===== src/rtl/fp_align_pipe_pkg.sv =====
// Shared definitions for the FP operand-alignment pipeline.
//   - Default field widths for single precision (E8/M23) with 3 GRS bits.
//   - Helpers for the aligned mantissa width and the exponent bias.
//   - Operand-select enum used by the magnitude compare stage.
package fp_align_pipe_pkg;

   localparam int unsigned E_WIDTH_DEF = 8;
   localparam int unsigned M_WIDTH_DEF = 23;
   localparam int unsigned GRS_DEF     = 3;

   // Aligned mantissa width: hidden bit + stored mantissa + GRS bits.
   function automatic int unsigned aligned_width(input int unsigned m_width,
                                                 input int unsigned grs);
      return m_width + 1 + grs;
   endfunction

   function automatic int unsigned exp_bias(input int unsigned e_width);
      return (1 << (e_width - 1)) - 1;
   endfunction

   typedef enum logic {
      SEL_A = 1'b0,
      SEL_B = 1'b1
   } big_sel_e;

endpackage


===== src/rtl/fp_sticky_shifter.sv =====
// Combinational right shifter with sticky collection.
// Ports:
//   data_i  [W-1:0]     value to shift
//   amt_i   [SH_W-1:0]  right-shift amount (unsigned)
//   data_o  [W-1:0]     shifted value; OR of every bit shifted out lands in bit 0
module fp_sticky_shifter #(
   parameter int unsigned W    = 27,
   parameter int unsigned SH_W = 8
) (
   input  logic [W-1:0]    data_i,
   input  logic [SH_W-1:0] amt_i,
   output logic [W-1:0]    data_o
);

   logic [W-1:0] lost_mask;
   logic         sticky;

   always_comb begin
      data_o    = '0;
      lost_mask = '0;
      sticky    = 1'b0;
      if (32'(amt_i) >= W) begin
         // Everything is shifted out; only the sticky survives.
         data_o = {{(W-1){1'b0}}, |data_i};
      end else begin
         lost_mask = ~({W{1'b1}} << amt_i);
         sticky    = |(data_i & lost_mask);
         data_o    = (data_i >> amt_i) | {{(W-1){1'b0}}, sticky};
      end
   end

endmodule


===== src/rtl/fp_align_pipe.sv =====
// Two-stage operand-alignment pipeline for the FP add/sub datapath.
// Stage 1 orders the operands by magnitude and registers the big/small
// mantissas (hidden bit restored), the exponent difference, the effective
// operation and the result sign. Stage 2 aligns the small mantissa with a
// sticky-collecting right shift and registers the outputs.
// Ports:
//   clk, rst                       clock, synchronous active-high reset
//   in_valid/in_ready              input handshake
//   sign_a/exp_a/man_a             operand A fields
//   sign_b/exp_b/man_b             operand B fields
//   sub_op                         1 = A-B, 0 = A+B
//   out_valid/out_ready            output handshake
//   out_sign, out_exp              result sign and larger effective exponent
//   out_man_big, out_man_sml       aligned mantissas {hidden, man, GRS}
//   out_eff_sub                    adder must subtract
module fp_align_pipe
   import fp_align_pipe_pkg::*;
#(
   parameter  int unsigned E_WIDTH = E_WIDTH_DEF,
   parameter  int unsigned M_WIDTH = M_WIDTH_DEF,
   parameter  int unsigned GRS     = GRS_DEF,
   localparam int unsigned MW      = aligned_width(M_WIDTH, GRS)
) (
   input  logic               clk,
   input  logic               rst,
   input  logic               in_valid,
   output logic               in_ready,
   input  logic               sign_a,
   input  logic [E_WIDTH-1:0] exp_a,
   input  logic [M_WIDTH-1:0] man_a,
   input  logic               sign_b,
   input  logic [E_WIDTH-1:0] exp_b,
   input  logic [M_WIDTH-1:0] man_b,
   input  logic               sub_op,
   output logic               out_valid,
   input  logic               out_ready,
   output logic               out_sign,
   output logic [E_WIDTH-1:0] out_exp,
   output logic [MW-1:0]      out_man_big,
   output logic [MW-1:0]      out_man_sml,
   output logic               out_eff_sub
);

   // Stage-1 registers
   logic               s1_valid_q;
   logic               s1_sign_q,   s1_sign_d;
   logic               s1_eff_q,    s1_eff_d;
   logic [E_WIDTH-1:0] s1_exp_q,    s1_exp_d;
   logic [E_WIDTH-1:0] s1_diff_q,   s1_diff_d;
   logic [MW-1:0]      s1_big_q,    s1_big_d;
   logic [MW-1:0]      s1_sml_q,    s1_sml_d;

   // Stage-2 (output) registers
   logic               s2_valid_q;
   logic               s2_sign_q;
   logic               s2_eff_q;
   logic [E_WIDTH-1:0] s2_exp_q;
   logic [MW-1:0]      s2_big_q;
   logic [MW-1:0]      s2_sml_q;

   logic               s1_adv;
   logic [MW-1:0]      sml_aligned;

   // Stage-1 compare signals
   logic               hid_a, hid_b;
   logic [E_WIDTH-1:0] eexp_a, eexp_b;
   logic [M_WIDTH:0]   sig_a, sig_b;
   logic               eff_sign_b;
   big_sel_e           sel;

   assign s1_adv   = !s2_valid_q || out_ready;
   assign in_ready = !s1_valid_q || s1_adv;

   always_comb begin
      hid_a      = |exp_a;
      hid_b      = |exp_b;
      eexp_a     = hid_a ? exp_a : E_WIDTH'(1);
      eexp_b     = hid_b ? exp_b : E_WIDTH'(1);
      sig_a      = {hid_a, man_a};
      sig_b      = {hid_b, man_b};
      eff_sign_b = sign_b ^ sub_op;
      s1_eff_d   = sign_a ^ eff_sign_b;

      // Tie-break on the significand including the hidden bit so that a
      // denormal never outranks a normal sharing effective exponent 1.
      if ((eexp_a > eexp_b) || ((eexp_a == eexp_b) && (sig_a >= sig_b)))
         sel = SEL_A;
      else
         sel = SEL_B;

      if (sel == SEL_A) begin
         s1_sign_d = sign_a;
         s1_exp_d  = eexp_a;
         s1_diff_d = eexp_a - eexp_b;
         s1_big_d  = {sig_a, {GRS{1'b0}}};
         s1_sml_d  = {sig_b, {GRS{1'b0}}};
      end else begin
         s1_sign_d = eff_sign_b;
         s1_exp_d  = eexp_b;
         s1_diff_d = eexp_b - eexp_a;
         s1_big_d  = {sig_b, {GRS{1'b0}}};
         s1_sml_d  = {sig_a, {GRS{1'b0}}};
      end

      // Exact cancellation yields +0.
      if (s1_eff_d && (eexp_a == eexp_b) && (sig_a == sig_b))
         s1_sign_d = 1'b0;
   end

   always_ff @(posedge clk) begin
      if (rst) begin
         s1_valid_q <= 1'b0;
         s1_sign_q  <= 1'b0;
         s1_eff_q   <= 1'b0;
         s1_exp_q   <= '0;
         s1_diff_q  <= '0;
         s1_big_q   <= '0;
         s1_sml_q   <= '0;
      end else if (in_ready) begin
         s1_valid_q <= in_valid;
         if (in_valid) begin
            s1_sign_q <= s1_sign_d;
            s1_eff_q  <= s1_eff_d;
            s1_exp_q  <= s1_exp_d;
            s1_diff_q <= s1_diff_d;
            s1_big_q  <= s1_big_d;
            s1_sml_q  <= s1_sml_d;
         end
      end
   end

   fp_sticky_shifter #(
      .W    (MW),
      .SH_W (E_WIDTH)
   ) u_shift (
      .data_i (s1_sml_q),
      .amt_i  (s1_diff_q),
      .data_o (sml_aligned)
   );

   always_ff @(posedge clk) begin
      if (rst) begin
         s2_valid_q <= 1'b0;
         s2_sign_q  <= 1'b0;
         s2_eff_q   <= 1'b0;
         s2_exp_q   <= '0;
         s2_big_q   <= '0;
         s2_sml_q   <= '0;
      end else if (s1_adv) begin
         s2_valid_q <= s1_valid_q;
         if (s1_valid_q) begin
            s2_sign_q <= s1_sign_q;
            s2_eff_q  <= s1_eff_q;
            s2_exp_q  <= s1_exp_q;
            s2_big_q  <= s1_big_q;
            s2_sml_q  <= sml_aligned;
         end
      end
   end

   assign out_valid   = s2_valid_q;
   assign out_sign    = s2_sign_q;
   assign out_eff_sub = s2_eff_q;
   assign out_exp     = s2_exp_q;
   assign out_man_big = s2_big_q;
   assign out_man_sml = s2_sml_q;

endmodule

===== config.mk =====
export PLATFORM = sky130hd
export DESIGN_NAME = fp_align_pipe
export DESIGN_NICKNAME = d
export VERILOG_FILES = /design/src/rtl/fp_align_pipe_pkg.sv /design/src/rtl/fp_sticky_shifter.sv /design/src/rtl/fp_align_pipe.sv
export SDC_FILE = /design/constraint.sdc
export NUM_CORES = 1
export LEC_CHECK = 0
export ABC_AREA = 1
export CORE_UTILIZATION = 50
export CTS_BUF_LIST = sky130_fd_sc_hd__clkbuf_2 sky130_fd_sc_hd__clkbuf_4 sky130_fd_sc_hd__clkbuf_8
export CTS_CLUSTER_SIZE = 24
export DETAILED_ROUTE_END_ITERATION = 10
export DONT_BUFFER_PORTS = 1
export PLACE_DENSITY = 0.73
export SYNTH_ARGS = -nofsm -noshare
export SYNTH_HDL_FRONTEND = slang
export SYNTH_SLANG_ARGS = --single-unit

===== constraint.sdc =====
create_clock -name clk -period 2.3 [get_ports clk]
set_input_delay 0.345 -clock clk [delete_from_list [all_inputs] [get_ports clk]]
set_output_delay 0.345 -clock clk [all_outputs]
set_load 0.005 [all_outputs]

==> results of run 1 <==
-- cell usage in the layout (no fill, tap or decap), types with 6 or more instances in the layout --
cell and instances:
nand4_1 12, buf_12 6, nand3_1 229, o21ai_0 67, o21ai_1 9, a21oi_1 115
clkbuf_8 20, inv_2 8, nand2_1 344, buf_4 57, inv_1 108, nand3_2 7
ha_1 38, o211ai_1 13, nor2_1 127, nor3_1 6, xnor2_1 6, dfxtp_1 128
xor2_1 8
-- worst max-delay path: stages --
cell and delay, ns:
nor2_2 0.10, nand4_1 0.13, nor3_2 0.18, nor2_1 0.11
inv_1 0.07, ha_2 0.21, fa_2 0.21, nor2_1 0.05
nor2_1 0.16, inv_2 0.06, nand3_1 0.08, nand3_2 0.18
nand2_4 0.17, buf_12 0.18, nand2_1 0.07, nand3_1 0.09
a21oi_1 0.07
-- worst paths after layout --
kind,start,slack [ns],endpoint,cells past startpoint
setup / recovery,exp_b[0],0.17,s1_sml_q[4],17
hold / removal,rst,0.03,s1_diff_q[2],3
setup reg to reg,s1_diff_q[7],0.19,out_man_sml[11],10
hold reg to reg,s1_big_q[7],0.46,s1_big_q[7],2
-- sequential cells by signal (all words and copies together) (netlist names) --
register / count
out_eff_sub: 1
out_exp: 8
out_man_big: 24
out_man_sml: 27
out_sign: 1
out_valid: 1
s1_big_q: 24
s1_diff_q: 8
s1_eff_q: 1
s1_exp_q: 8
s1_sign_q: 1
s1_sml_q: 24
s1_valid_q: 1
-- power by group through the flow --
stage          clock (mW)  sequential, mW  combinational, mW
3_3_place_gp            0            2.61               1.70
3_5_place_dp            0            2.61               1.72
4_1_cts              2.05            2.56               1.76
2_1_floorplan           0            2.54               1.35
6_report             2.02            2.56               1.78
5_1_grt              2.14            2.58               2.01
-- area by class of cell --
class	instances	area, um2	share of cell area
multi-input combinational	1017	5032	0.5402
sequential	129	2584	0.2773
timing repair buffer	64	575.6	0.06178
inverter	117	439.2	0.04714
clock buffer	21	282.8	0.03035
tap	220	275.3	0.02955
clock inverter	11	127.6	0.01370
-- per-layer routing --
metal | wire, um | up-vias | global-route usage
li1 | - | 4431 | -
met1 | 10990 | 3990 | 0.3834
met2 | 11680 | 334 | 0.4751
met3 | 1734 | 54 | 0.05556
met4 | 573 | 0 | 0.1137
met5 | 0 | - | 0
-- metrics by stage --
step	power (mW)	cell area (um2)
2_1_floorplan	3.886	8591
3_3_place_gp	4.309	8864
3_5_place_dp	4.327	8864
4_1_cts	6.362	9301
5_1_grt	6.728	9316
6_report	6.353	9316
-- cells by family (layout without fill, tap and decap cells) --
kind of cell / count (synthesis) / count (layout) / share of synthesized area
AOI/OAI and AO/OA: 218 / 218 / 0.1361
xor gates and xnor gates: 14 / 14 / 0.01441
adders and majority gates: 41 / 41 / 0.06204
buffers and inverters: 226 / 213 / 0.1142
DFF: 129 / 129 / 0.3034
other: 1 / 3 / 0.0004406
and+or+nand+nor: 741 / 741 / 0.3693
-- repair_timing --
action,in CTS,in global routing
hold buffers,1,0
gates resized for setup,0,4
setup endpoints to repair,0,11
endpoints found under the hold margin,86,0
==> results.py, run 1 <==
metrics = {
    "run_status": {
        "status": "completed",
    },
    "clocking": {
        "clk_pin_slew_ns": 0.07,
        "postCtsSetupRepairBufs": 0,
        "cts.sinks": 129,
        "cts_inserted_buffers": 17,
        "root_buffer": "clkbuf_8",
        "cts_tree": "yes",
        "cts_max_level": 4,
        "clock_path_buffers": 2,
        "clk-insertion-delay-late_ns": 0.46,
    },
    "yosys": {
        "ys_warn_count": 0,
        "ys.flop_type": "dfxtp_1",
        "yosysMostFrequentCell": "nand2_1",
        "avgSynthCellArea_um2": 6.212,
        "ys_top_cells_by_area": "dfxtp_1 (30%), nand2_1 (15%), nand3_1 (14%), a21oi_1 (6.8%), ha_1 (5.7%)",
        "syn_area_um2": 8511,
        "synth_edf_count": 0,
        "synth_commonest_cells": "nand2_1 (345), nand3_1 (236), nor2_1 (130)",
        "ys_seq_elements": 129,
        "yosysTopAreaCell": "dfxtp_1",
        "yosysSeqAreaShare": 0.3034,
        "synthArstFlopShare": 0,
        "synth.distinct_cells": 39,
        "synthCells": 1370,
        "synth_top_cell_area_share": 0.3034,
    },
    "critical_path": {
        "critPathKind": "in -> reg",
        "crit_path_end_kind": "register",
        "cp.required_ns": 2.63,
        "crit_arrival_ns": 2.46,
        "path_max_fanout": 31,
        "crit_path_start_kind": "input pin",
    },
    "power_and_ir_drop": {
        "switchingPower_mw": 2.238,
        "intPower_mw": 4.115,
        "leakagePower_nw": 4.304,
        "p_seq_frac": 0.403,
        "clock_power_share": 0.317,
        "netSwitchingFraction": 0.3523,
        "power_density_nw_per_um2": 681.9,
        "share_comb_of_total_power": 0.280,
        "peakVddDrop_v": 0.0003760,
    },
    "die": {
        "placementRows": 47,
        "initial_core_util": 0.5132,
        "die_x_um": 132.5,
        "dieArea_um2": 17550,
        "pin_count": 135,
        "die_y_um": 132.5,
        "core_area_um2": 16580,
    },
    "final_layout": {
        "final_cells": 1579,
        "fillerInstances": 1681,
        "drive_gt1_frac": 0.09272,
        "final_util": 0.5618,
        "area.growth.synth_to_final_pct": 9.468,
        "nNetsFinal": 1456,
        "antenna-diode-count": 0,
    },
    "timing": {
        "fin_skew_ns": 0.01241,
        "min_period_ns": 2.131,
        "setup_viol": 0,
        "hold_violations": 0,
        "setup_ws_ns": 0.1692,
        "min_period_over_period": 0.9264,
        "rsz0062_at_grt": "no",
        "hold_slack_ns": 0.02510,
        "worst_pin_slew_ns": 0.6475,
        "fin_setup_tns_ns": 0,
        "max-slew-margin-rel": 0.5684,
        "report.final.slew_viol_count": 0,
        "fmax_ghz": 0.4693,
    },
    "detailed_routing": {
        "wl_per_cell_um": 15.82,
        "routed_via_density": 5.579,
        "ant_nets": 0,
        "vias": 8809,
        "drt_iter0_drc": 812,
        "detail_route.drc_violations": 0,
        "routed_wl_mm": 24.97,
        "drt_pass1_iterations": 7,
    },
    "global_route": {
        "grt_max_degree": 87,
        "grt_overflow": 0,
        "grt_pass1_wl_mm": 41.30,
        "track_usage": 0.2926,
        "antenna_found_initial": 0,
        "grt_pass1_vias": 8188,
    },
    "job": {
        "maxCapViolCount": 0,
    },
    "placed_design": {
        "pre_cts_ws_ns": -0.2499,
        "port_buffers": 0,
        "hpwl_mm": 17.98,
        "placed_cells": 1546,
        "globalplace.congestion": 0.9516,
    },
    "min_path": {
        "hold_path.class": "in -> reg",
    },
}
Note: power is estimated with default switching activity, not from simulation.
==> run 2: changes to the inputs <==
--- a/config.mk
+++ b/config.mk
@@ -11,7 +11,9 @@
 export CTS_CLUSTER_SIZE = 24
 export DETAILED_ROUTE_END_ITERATION = 10
 export DONT_BUFFER_PORTS = 1
+export GPL_TIMING_DRIVEN = 0
 export PLACE_DENSITY = 0.73
+export SKIP_LAST_GASP = 1
 export SYNTH_ARGS = -nofsm -noshare
 export SYNTH_HDL_FRONTEND = slang
 export SYNTH_SLANG_ARGS = --single-unit
==> run 2 against run 1 <==
Net effect: sequential share of layout area down 1.0 points; critical path depth down 1; clock power down 3%; die area unchanged; critical endpoint is now s1_sml_q[20]; sequential cell count unchanged; clock skew down 0.00062 ns; power up 1.0%; via count up 4.7%; core utilization up 2.1 points; hold slack better by 0.099 ns; largest cell class unchanged; global-route usage up 3.8 points; worst setup slack worse by 0.14 ns.
==> results.py, run 2 (synthesized netlist as in run 1, its figures left out) <==
metrics = {
    "timing": {
        "fin_skew_ns": 0.01179,
        "hold_violations": 0,
        "report.final.slew_viol_count": 0,
        "fmax_ghz": 0.4400,
        "max-slew-margin-rel": 0.4743,
        "rsz0062_at_grt": "yes",
        "worst_pin_slew_ns": 0.7885,
        "setup_viol": 0,
        "min_period_ns": 2.273,
        "min_period_over_period": 0.9881,
    },
    "clocking": {
        "cts_hold_buf": 0,
        "clk-insertion-delay-late_ns": 0.45,
        "cts.sinks": 129,
        "root_buffer": "clkbuf_8",
        "clock_path_buffers": 2,
        "cts_inserted_buffers": 17,
        "clk_pin_slew_ns": 0.07,
        "cts_max_level": 4,
        "cts_tree": "yes",
    },
    "critical_path": {
        "endpoint": "s1_sml_q[20]",
        "r2r-end": "s1_sml_q[16]",
        "crit_path_start_kind": "input pin",
        "rrSetupSlack_ns": 0.11,
        "cp.required_ns": 2.61,
        "path_max_fanout": 10,
        "crit_arrival_ns": 2.58,
        "critPathKind": "in -> reg",
        "crit_path_end_kind": "register",
        "r2r_cells": 7,
        "reg2reg_from": "out_valid",
        "worstSetupStartpoint": "exp_a[7]",
    },
    "job": {
        "maxCapViolCount": 0,
    },
    "final_layout": {
        "most-common-layout-cells": "nand2_1 (344), nand3_1 (212), dfxtp_1 (129)",
        "mostFrequentLayoutCell": "nand2_1",
        "area.growth.synth_to_final_pct": 13.58,
        "largest_reg_flops": 27,
        "antenna-diode-count": 0,
        "fillerInstances": 1697,
        "final_cells": 1632,
        "drive_gt1_frac": 0.1076,
        "fin_area_um2": 9667,
        "multiInputGateArea_um2": 5220,
        "register_area_um2": 2582,
        "nNetsFinal": 1510,
        "final_util": 0.5829,
    },
    "detailed_routing": {
        "routed_wl_mm": 29.10,
        "drt_pass1_iterations": 6,
        "drt_iter0_drc": 1013,
        "wl_per_cell_um": 17.83,
        "vias": 9227,
        "ant_nets": 0,
        "routed_via_density": 5.654,
        "detail_route.drc_violations": 0,
    },
    "power_and_ir_drop": {
        "share_comb_of_total_power": 0.298,
        "netSwitchingFraction": 0.3691,
        "power.total_mw": 6.418,
        "leakagePower_nw": 4.379,
        "intPower_mw": 4.050,
        "clock_power_share": 0.305,
        "power_density_nw_per_um2": 663.9,
        "switchingPower_mw": 2.369,
        "p_seq_frac": 0.397,
        "peakVddDrop_v": 0.0005119,
    },
    "global_route": {
        "track_usage": 0.3305,
        "grt_overflow": 0,
        "antenna_found_initial": 0,
        "grt_pass1_wl_mm": 45.44,
        "grt_pass1_vias": 8516,
        "grt_max_degree": 17,
    },
    "die": {
        "placementRows": 47,
        "core_area_um2": 16580,
        "pin_count": 135,
        "die_y_um": 132.5,
        "initial_core_util": 0.5132,
        "dieArea_um2": 17550,
        "die_x_um": 132.5,
    },
    "placed_design": {
        "hpwl_mm": 22.26,
        "placed_area_um2": 8866,
        "port_buffers": 0,
        "placed_cells": 1592,
        "globalplace.congestion": 0.9614,
    },
    "min_path": {
        "whs_path_depth": 3,
        "hold_path.class": "in -> reg",
    },
    "run_status": {
        "status": "completed",
    },
}
-- run 2: critical path, cell delays in order --
cell and delay, ns:
inv_1 0.09, nand4_1 0.17, nor2_4 0.22, nor2_4 0.06
ha_2 0.19, fa_2 0.35, nor2_1 0.15, nor2_1 0.09
inv_2 0.06, nand3_1 0.10, nand3_4 0.16, buf_8 0.16
buf_6 0.16, nand3_1 0.08, nand3_1 0.12, a21oi_2 0.07
-- run 2: how the worst min path moves through the flow --
stage	from	end	slack [ns]
after floorplan	s1_big_q[10]	s1_big_q[10]	0.44
after global placement	s1_exp_q[7]	s1_exp_q[7]	0.45
after detailed placement	s1_big_q[6]	s1_big_q[6]	0.45
after CTS	out_ready	out_valid	0.12
after global routing	out_ready	out_valid	0.12
final	out_ready	out_valid	0.12
-- run 2: area by class of cell --
cell class                 instances  share of cell area
buffer                           108             0.06446
tap                              220             0.02848
multi-input combinational       1017              0.5400
sequential                       129              0.2672
timing repair buffer              10             0.01320
clock buffer                      19             0.02640
clock inverter                    12             0.01398
inverter                         117             0.04634
-- run 2: metrics by stage --
| stage | hold WS, ns | worst slack (ns) | TNS, ns |
|---|---|---|---|
| final | 0.1243 | 0.02734 | 0 |
| after global routing | 0.1248 | -0.07753 | -1.023 |
| after CTS | 0.1189 | -0.01448 | -0.01448 |
| after detailed placement | 0.4522 | -0.8667 | -49.53 |
| after global placement | 0.4496 | -0.8950 | -50.63 |
| after floorplan | 0.4422 | -0.01972 | -0.7879 |
-- run 2: routing by layer --
metal  GRT usage  share of wire
met1      0.4284           0.43
met2      0.5389           0.46
met3     0.07165          0.084
met4      0.1207          0.026
met5           0              0
-- run 2: power groups by stage --
stage | registers (mW) | logic (mW) | clock network (mW)
after floorplan | 2.54 | 1.35 | 0
after global placement | 2.59 | 1.79 | 0
after detailed placement | 2.59 | 1.80 | 0
after CTS | 2.54 | 1.82 | 1.97
after global routing | 2.57 | 2.13 | 2.07
final | 2.55 | 1.91 | 1.96
-- run 2: timing repair --
item / 4_1_cts / 5_1_grt
pin swaps: 4 / 35
endpoints found under the hold margin: 0 / 0
setup endpoints to repair: 68 / 70
resized for setup: 15 / 56
cloned: 0 / 3
buffers inserted: 2 / 5
==> run 3: changes to the inputs <==
--- a/config.mk
+++ b/config.mk
@@ -12,7 +12,8 @@
 export DETAILED_ROUTE_END_ITERATION = 10
 export DONT_BUFFER_PORTS = 1
 export GPL_TIMING_DRIVEN = 0
-export PLACE_DENSITY = 0.73
+export PLACE_DENSITY = 0.72
+export RECOVER_POWER = 25
 export SKIP_LAST_GASP = 1
 export SYNTH_ARGS = -nofsm -noshare
 export SYNTH_HDL_FRONTEND = slang
==> run 3 against run 2 <==
Net effect: the run now ends with setup timing left; sequential power barely moved; die area unchanged; critical path depth is the same; worst setup slack worse by 0.029 ns; clock power grew 9%; non-clock buffer count up 1; global-route usage rose by 0.66 points; hold slack got worse by 0.0043 ns.
==> results.py, run 3 (synthesized netlist as in run 1, its figures left out) <==
metrics = {
    "final_layout": {
        "nNetsFinal": 1511,
        "drive_gt1_frac": 0.1513,
        "final_cells": 1634,
        "most-common-layout-cells": "nand2_1 (343), nand3_1 (173), dfxtp_1 (129)",
        "antenna-diode-count": 0,
        "area.growth.synth_to_final_pct": 18.19,
        "largest_reg_flops": 27,
        "mostFrequentLayoutCell": "nand2_1",
    },
    "power_and_ir_drop": {
        "leakagePower_nw": 4.513,
        "clock_power_share": 0.320,
        "netSwitchingFraction": 0.3655,
        "share_comb_of_total_power": 0.299,
        "peakVddDrop_v": 0.0004099,
        "power_density_nw_per_um2": 666.6,
        "switchingPower_mw": 2.451,
        "p_seq_frac": 0.381,
        "intPower_mw": 4.255,
    },
    "global_route": {
        "grt_max_degree": 17,
        "antenna_found_initial": 0,
        "track_usage": 0.3370,
        "grt_pass1_wl_mm": 46.35,
        "grt_pass1_vias": 8670,
        "grt_overflow": 0,
    },
    "timing": {
        "min_period_over_period": 1.001,
        "rsz0062_at_grt": "yes",
        "hold_violations": 0,
        "min_period_ns": 2.302,
        "fin_skew_ns": 0.01652,
        "max-slew-margin-rel": 0.4890,
        "setup_ws_ns": -0.002083,
        "report.final.slew_viol_count": 0,
        "fin_setup_tns_ns": -0.002448,
        "fmax_ghz": 0.4344,
        "worst_pin_slew_ns": 0.7665,
        "setup_viol": 2,
    },
    "critical_path": {
        "path_max_fanout": 10,
        "critPathKind": "in -> reg",
        "crit_path_start_kind": "input pin",
        "crit_arrival_ns": 2.63,
        "cpPeakStageDelay_ns": 0.35,
        "crit_path_end_kind": "register",
        "crit_chain": "inv_1 > nand4_1 > nor2_4 > nor2_4 > ha_2 > fa_2 > nor2_1 > nor2_2 > inv_2 > nand3_1 > nand3_2 > buf_8 > buf_6 > nand3_1 > nand3_2 > a21oi_1",
        "cp_slowest_cell": "fa_2",
        "cp.required_ns": 2.63,
    },
    "detailed_routing": {
        "drt_iter0_drc": 869,
        "vias": 9442,
        "ant_nets": 0,
        "routed_via_density": 5.778,
        "detail_route.drc_violations": 0,
        "wl_per_cell_um": 18.50,
        "drt_pass1_iterations": 6,
        "routed_wl_mm": 30.23,
    },
    "die": {
        "core_area_um2": 16580,
        "dieArea_um2": 17550,
        "initial_core_util": 0.5132,
        "die_x_um": 132.5,
        "pin_count": 135,
        "die_y_um": 132.5,
        "placementRows": 47,
    },
    "clocking": {
        "clk_pin_slew_ns": 0.07,
        "cts_tree": "yes",
        "clk-insertion-delay-late_ns": 0.47,
        "clock_path_buffers": 2,
        "cts.sinks": 129,
        "root_buffer": "clkbuf_8",
        "cts_inserted_buffers": 17,
        "cts_max_level": 4,
        "cts_hold_buf": 0,
    },
    "placed_design": {
        "hpwl_mm": 22.50,
        "pre_cts_ws_ns": -0.8463,
        "port_buffers": 0,
        "globalplace.congestion": 0.9696,
        "placed_cells": 1592,
    },
    "run_status": {
        "status": "finished with violations",
        "violations": "setup timing",
    },
    "min_path": {
        "hold_path.class": "in -> reg",
    },
    "job": {
        "maxCapViolCount": 0,
    },
}
## run 3: path summary, 6_finish.rpt
path	cells past startpoint	endpoint	slack, ns	start
setup / recovery	16	s1_exp_q[5]	-0.002	exp_a[6]
hold / removal	3	out_valid	0.12	out_ready
setup reg to reg	7	s1_sml_q[23]	0.07	out_valid
hold reg to reg	2	s1_big_q[13]	0.46	s1_big_q[13]
## run 3: worst max-delay path, delay by kind of cell
family	cells	cell delay [ns]
AO/OA/AOI/OAI	1	0.07
buffers and inverters	4	0.52
adder cells (fa/ha/maj)	2	0.55
AND/OR/NAND/NOR	9	1.12
## run 3: power by group through the flow
stage	Clock [mW]	Combinational [mW]	Sequential (mW)
after floorplan	0	1.35	2.54
after global placement	0	1.80	2.58
after detailed placement	0	1.81	2.59
after CTS	2.15	1.83	2.54
after global routing	2.25	2.22	2.57
final	2.14	2.01	2.55
## run 3: timing repair
action	4_1_cts	5_1_grt
endpoints found under the hold margin	0	0
gates resized for setup	13	132
setup endpoints to repair	65	77
gates cloned	0	4
setup buffers	2	6
pin swaps	4	54
## run 3: through the flow
stage	hold slack, ns	utilization	cell area [um2]	total power [mW]
global placement	0.4503	0.5346	8866	4.385
detailed placement	0.4535	0.5346	8866	4.395
global route	0.1260	0.6065	10060	7.042
floorplan	0.4422	-	8591	3.886
CTS	0.1165	0.5647	9365	6.512
finish	0.1199	0.6065	10060	6.705
## run 3: final cells by class
| class | count | area [um2] |
|---|---|---|
| fillers | 1637 | 6525 |
| multi-input cells | 1017 | 5499 |
| flip-flops and latches | 129 | 2582 |
| plain buffers | 107 | 648.1 |
| inverters | 117 | 446.7 |
| clock buffers | 21 | 282.8 |
| well taps | 220 | 275.3 |
| repair buffers | 12 | 171.4 |
| clock inverters | 11 | 152.6 |
## run 3: metal layers
layer  share of wire  global-route usage  up-vias
met3           0.075             0.07088       72
met4           0.030              0.1220        0
met2            0.46              0.5409      401
li1                -                   -     4539
met1            0.43              0.4459     4430
met5               0                   0        -
